`src/rtl/enc_16to4.sv`:
```
// Registered priority encoder: reports the index of the highest asserted
// request line, whether any line is set, and whether more than one is set.
module enc_16to4 #(
   parameter int IN_W  = 16,
   parameter int OUT_W = 4
) (
   input  logic             clk,
   input  logic             rst_n,
   input  logic [IN_W-1:0]  in,
   input  logic             en,
   output logic [OUT_W-1:0] out,
   output logic             valid,
   output logic             multi
);

   // Scan upward so the last hit, i.e. the highest set bit, wins.
   function automatic logic [OUT_W-1:0] msb_index(input logic [IN_W-1:0] v);
      logic [OUT_W-1:0] idx;
      idx = {OUT_W{1'b0}};
      for (int i = 0; i < IN_W; i++) begin
         if (v[i]) begin
            idx = OUT_W'(i);
         end else begin
            idx = idx;
         end
      end
      return idx;
   endfunction

   // Clearing the lowest set bit leaves something only if two or more were set.
   function automatic logic has_multiple(input logic [IN_W-1:0] v);
      return ((v & (v - {{(IN_W-1){1'b0}}, 1'b1})) != {IN_W{1'b0}});
   endfunction

   logic [OUT_W-1:0] out_s;
   logic             valid_s;
   logic             multi_s;
   logic [OUT_W-1:0] out_r;
   logic             valid_r;
   logic             multi_r;

   // Next-state encode; a disabled encoder presents the idle pattern.
   always_comb begin
      out_s   = {OUT_W{1'b0}};
      valid_s = 1'b0;
      multi_s = 1'b0;
      if (en) begin
         out_s   = msb_index(in);
         valid_s = (in != {IN_W{1'b0}});
         multi_s = has_multiple(in);
      end else begin
         out_s   = {OUT_W{1'b0}};
         valid_s = 1'b0;
         multi_s = 1'b0;
      end
   end

   // Output registers with synchronous active-low reset.
   always_ff @(posedge clk) begin
      if (!rst_n) begin
         out_r   <= {OUT_W{1'b0}};
         valid_r <= 1'b0;
         multi_r <= 1'b0;
      end else begin
         out_r   <= out_s;
         valid_r <= valid_s;
         multi_r <= multi_s;
      end
   end

   assign out   = out_r;
   assign valid = valid_r;
   assign multi = multi_r;

endmodule

```
`config.mk`:
```
export PLATFORM = sky130hd
export DESIGN_NAME = enc_16to4
export DESIGN_NICKNAME = d
export VERILOG_FILES = /design/src/rtl/enc_16to4.sv
export SDC_FILE = /design/constraint.sdc
export NUM_CORES = 1
export LEC_CHECK = 0
export CELL_PAD_IN_SITES_DETAIL_PLACEMENT = 1
export CELL_PAD_IN_SITES_GLOBAL_PLACEMENT = 1
export CORE_ASPECT_RATIO = 1.2
export CORE_MARGIN = 1.5
export CORE_UTILIZATION = 22
export DETAILED_ROUTE_END_ITERATION = 10
export MAX_ROUTING_LAYER = met4
export PLACE_DENSITY_LB_ADDON = 0.1
export SETUP_SLACK_MARGIN = 0.2
export SYNTH_ARGS = -nofsm -noshare
export SYNTH_HDL_FRONTEND = slang
export SYNTH_SLANG_ARGS = --single-unit
```
`constraint.sdc`:
```
create_clock -name clk -period 1.45 [get_ports clk]
set_input_delay 0.145 -clock clk [delete_from_list [all_inputs] [get_ports clk]]
set_output_delay 0.145 -clock clk [all_outputs]
set_load 0.02 [all_outputs]
```
-- Word level (Yosys, flattened, before mapping)
Cells that the tools add are included.
- bits in registers: 6
- bits in latches: 0
- RAM bits: 0
- memory bits (read-only): 0
- input port bits: 19
- output and inout bits: 6
- memories: 0
- $add $sub $neg: 1
- $mul: 0
- div/mod/pow operators: 0
- magnitude comparators: 0
- equality and inequality tests: 0
- shift-type cells: 0
- mux-type cells: 15
- bitwise operators: 1
- reduce and logical (&&, ||, !) cells: 3
- operators with widths (operator ; count):
    $mux W4 ; 14
    $reduce_bool A16 Y1 ; 2
    $and A16 B16 Y16 ; 1
    $sub A16 B1 Y16 const B ; 1
    $reduce_and A2 Y1 ; 1
    $mux W1 ; 1

-- Depth between registers and ports, before layout
- depth in word-level cells: 15
- gate-level depth with buffers: 5
- mapped depth without buffers: 5

-- Worst setup path after synthesis
No wires, ideal clock.
- path kind: input to register
- start: input in[1]
- end: register multi_r (netlist: multi)
- arrival time: 1.264 ns
- required time: 1.322 ns
- slack: 0.057 ns
- cell stages on the path: 5
- buffers on the path: 0
- cells stage by stage: or3_4 -> nor4_4 -> nand2_2 -> a221oi_2 -> a31oi_1
- cells in the longest elaborated chain, start to end: 3
- RTL lines (item ; RTL line ; source):
    from (decl) ; 9 ; input logic [IN_W-1:0] in,
    $sub A16 B1 Y16 ; 32 ; return ((v & (v - {{(IN_W-1){1'b0}}, 1'b1})) != {IN_W{1'b0}});
    $and A16 B16 Y16 * ; 32 ;
    $reduce_bool A16 Y1 * ; 32 ;
    to (signal assigned) ; 67 ; multi_r <= multi_s;
    to (decl) ; 40 ; logic multi_r;
Mark *: on every way between the ends. The rest lies on a longest branch, timed or not.
A chain may end at the register's enable or synchronous reset.

-- Final worst setup path
Same ends and word-level chain as after synthesis.

==> results.json <==
{
  "status": "finished clean",
  "die_y_um": 52.8,
  "cts_hold_buf": 0,
  "cts_tree": "built",
  "p_per_area_nw_per_um2": 569,
  "crit_path_start_kind": "input pin",
  "die_area_sq_um": 2350,
  "fin_crit_sh_pct": 87.1,
  "ys_warn_count": 0,
  "setup_viol": 0,
  "cts.reportedPaths.clkPinSlew_ps": 50,
  "tns_ps": 0,
  "die_w_um": 44.5,
  "grt_max_degree": 7,
  "fillCellCount": 231,
  "cts.htree.levels": 1,
  "drive_above_1_share_pct": 38.1,
  "cts_made_buffers": 3,
  "leakagePower_nw": 0.425,
  "area_growth_pct": 105,
  "critPathArrivalTime_ps": 1390,
  "vdd_drop_max_v": 0.000359,
  "worst_path_max_delay_cell": "or3_4",
  "drc_errors": 0,
  "worstMarginPinSlew_ps": 308,
  "first_pass_iters": 4,
  "place_congestion": 0.860,
  "worstPathCellList": "buf_8 > or3_4 > nor4_4 > nand2_1 > a221oi_2 > a31oi_1",
  "async_flop_share_pct": 0,
  "place_ws_ps": -514,
  "routed_wl_mm": 1.71,
  "period_minus_slack_ps": 1260,
  "drtIter0Drc": 3,
  "syn_nets": 78,
  "antenna_left": 0,
  "max_slew_margin_pct": 79.3,
  "grt_use_total_pct": 16.5,
  "critPathKind": "input pin to flop",
  "io_buffers": 24,
  "postSynthAreaPerCell_sq_um": 7.72,
  "rsz0062_at_grt": "yes",
  "clock-sinks": 6,
  "drv_cap": 0,
  "max_freq_mhz": 792,
  "ios": 25,
  "synth_flop_cell": "dfxtp_1",
  "critPathMaxStageDelay_ps": 390,
  "root_buffer": "clkbuf_4",
  "core_area_sq_um": 1890,
  "synth_edf_count": 0,
  "maxSlewViolCount": 0,
  "wl_per_cell_um": 13.8,
  "grt_pass1_wl_mm": 2.77,
  "syn_area_sq_um": 455,
  "place_hpwl_mm": 1.35,
  "hold_viol": 0,
  "finalWorstSetupSlack_ps": 187,
  "synth_seq_cells": 6,
  "viasPerCell": 5.25,
  "required_ps": 1580,
  "final_core_util_pct": 49.2,
  "cp_num_buf_inv": 1,
  "num_vias": 651,
  "rows": 17,
  "cp-end-kind": "flop",
  "synth.distinct_cells": 28,
  "nets": 126,
  "crit_family": "simple AND/OR/NAND/NOR gates",
  "synthCells": 59,
  "grt_pass1_vias": 654,
  "num_antenna_cells": 0,
  "clock_tree.buffer_depth": 2,
  "seq_area_frac_synth_pct": 26.4,
  "cp_max_fo": 4,
  "grt_overflow_total": 0,
  "hold_class": "input pin to flop",
  "initial_core_util_pct": 24.1,
  "antenna_found_initial": 0
}
==> layer usage <==
layer / share of wire, % / track usage, % / vias up
met5: 0 / - / -
met4: 0 / 4.55 / 0
met3: 3.6 / 3.10 / 0
met2: 55 / 29.5 / 18
met1: 41 / 18.2 / 309
li1: - / - / 324
==> placed cells by master, fill, tap and decap left out, types with 2 or more instances in the layout <==
cell and n:
buf_4 16, nor2_1 9, dlygate4sd2_1 8, clkdlybuf4s50_1 7, a21oi_1 6, dfxtp_1 6, inv_1 4, buf_6 4
nand2_1 3, nor3_1 3, a31oi_1 3, clkbuf_4 3, dlymetal6s2s_1 3, or3_4 2, o21ai_0 2, o21bai_1 2
buf_2 2
==> metrics by stage <==
step	power (mW)	std cells	hold slack, ps	cell area, sq um
detailed placement	0.371	120	843	855
CTS	0.526	123	409	896
floorplan	0.235	59	296	455
global route	0.563	124	406	932
global placement	0.369	120	842	855
finish	0.531	124	343	932
==> cell usage after synthesis, types with 2 or more instances <==
cell type	number	area [sq um]
nor2_1	10	37.5
a21oi_1	6	30.0
dfxtp_1	6	120
inv_1	4	15.0
a31oi_1	3	18.8
nand2_1	3	11.3
nor3_1	3	15.0
a2111oi_0	2	17.5
o21ai_0	2	10.0
o21bai_1	2	15.0
==> registers in the layout, summed over array words and instances, names as in the netlist <==
signal  cells
valid       1
out         4
multi       1
==> cells by family (layout without fill, tap and decap cells) <==
family / count (synthesis) / after routing / synth area share, %
compound gates: 24 / 24 / 37.1
simple gates: 24 / 24 / 31.0
flops: 6 / 6 / 26.4
buf+inv: 4 / 50 / 3.30
fa+ha+maj: 1 / 1 / 2.20
==> timing repair <==
action | 4_1_cts | 5_1_grt
setup endpoints to repair | 10 | 4
pin swaps | 10 | 8
resized for setup | 31 | 19
setup buffers | 0 | 1
==> worst paths after layout <==
path / startpoint / endpoint / slack (ps) / depth (start not counted)
hold / removal: in[15] / out[0] / 340 / 4
setup / recovery: in[1] / multi / 190 / 6
==> final cells by class <==
class	count	area, sq um	share of cell area, %
multi-input cells	49	368	39.5
well taps	19	23.8	2.55
clock buffers	3	22.5	2.42
inverters	4	15.0	1.61
repair buffers	43	383	41.1
flip-flops and latches	6	120	12.9
==> where the power goes <==
part / internal, mW / switching (mW)
clock network: 0.0938 / 0.0623
registers: 0.174 / 0.00178
logic: 0.105 / 0.0930
Note: power is estimated with default switching activity, not from simulation.
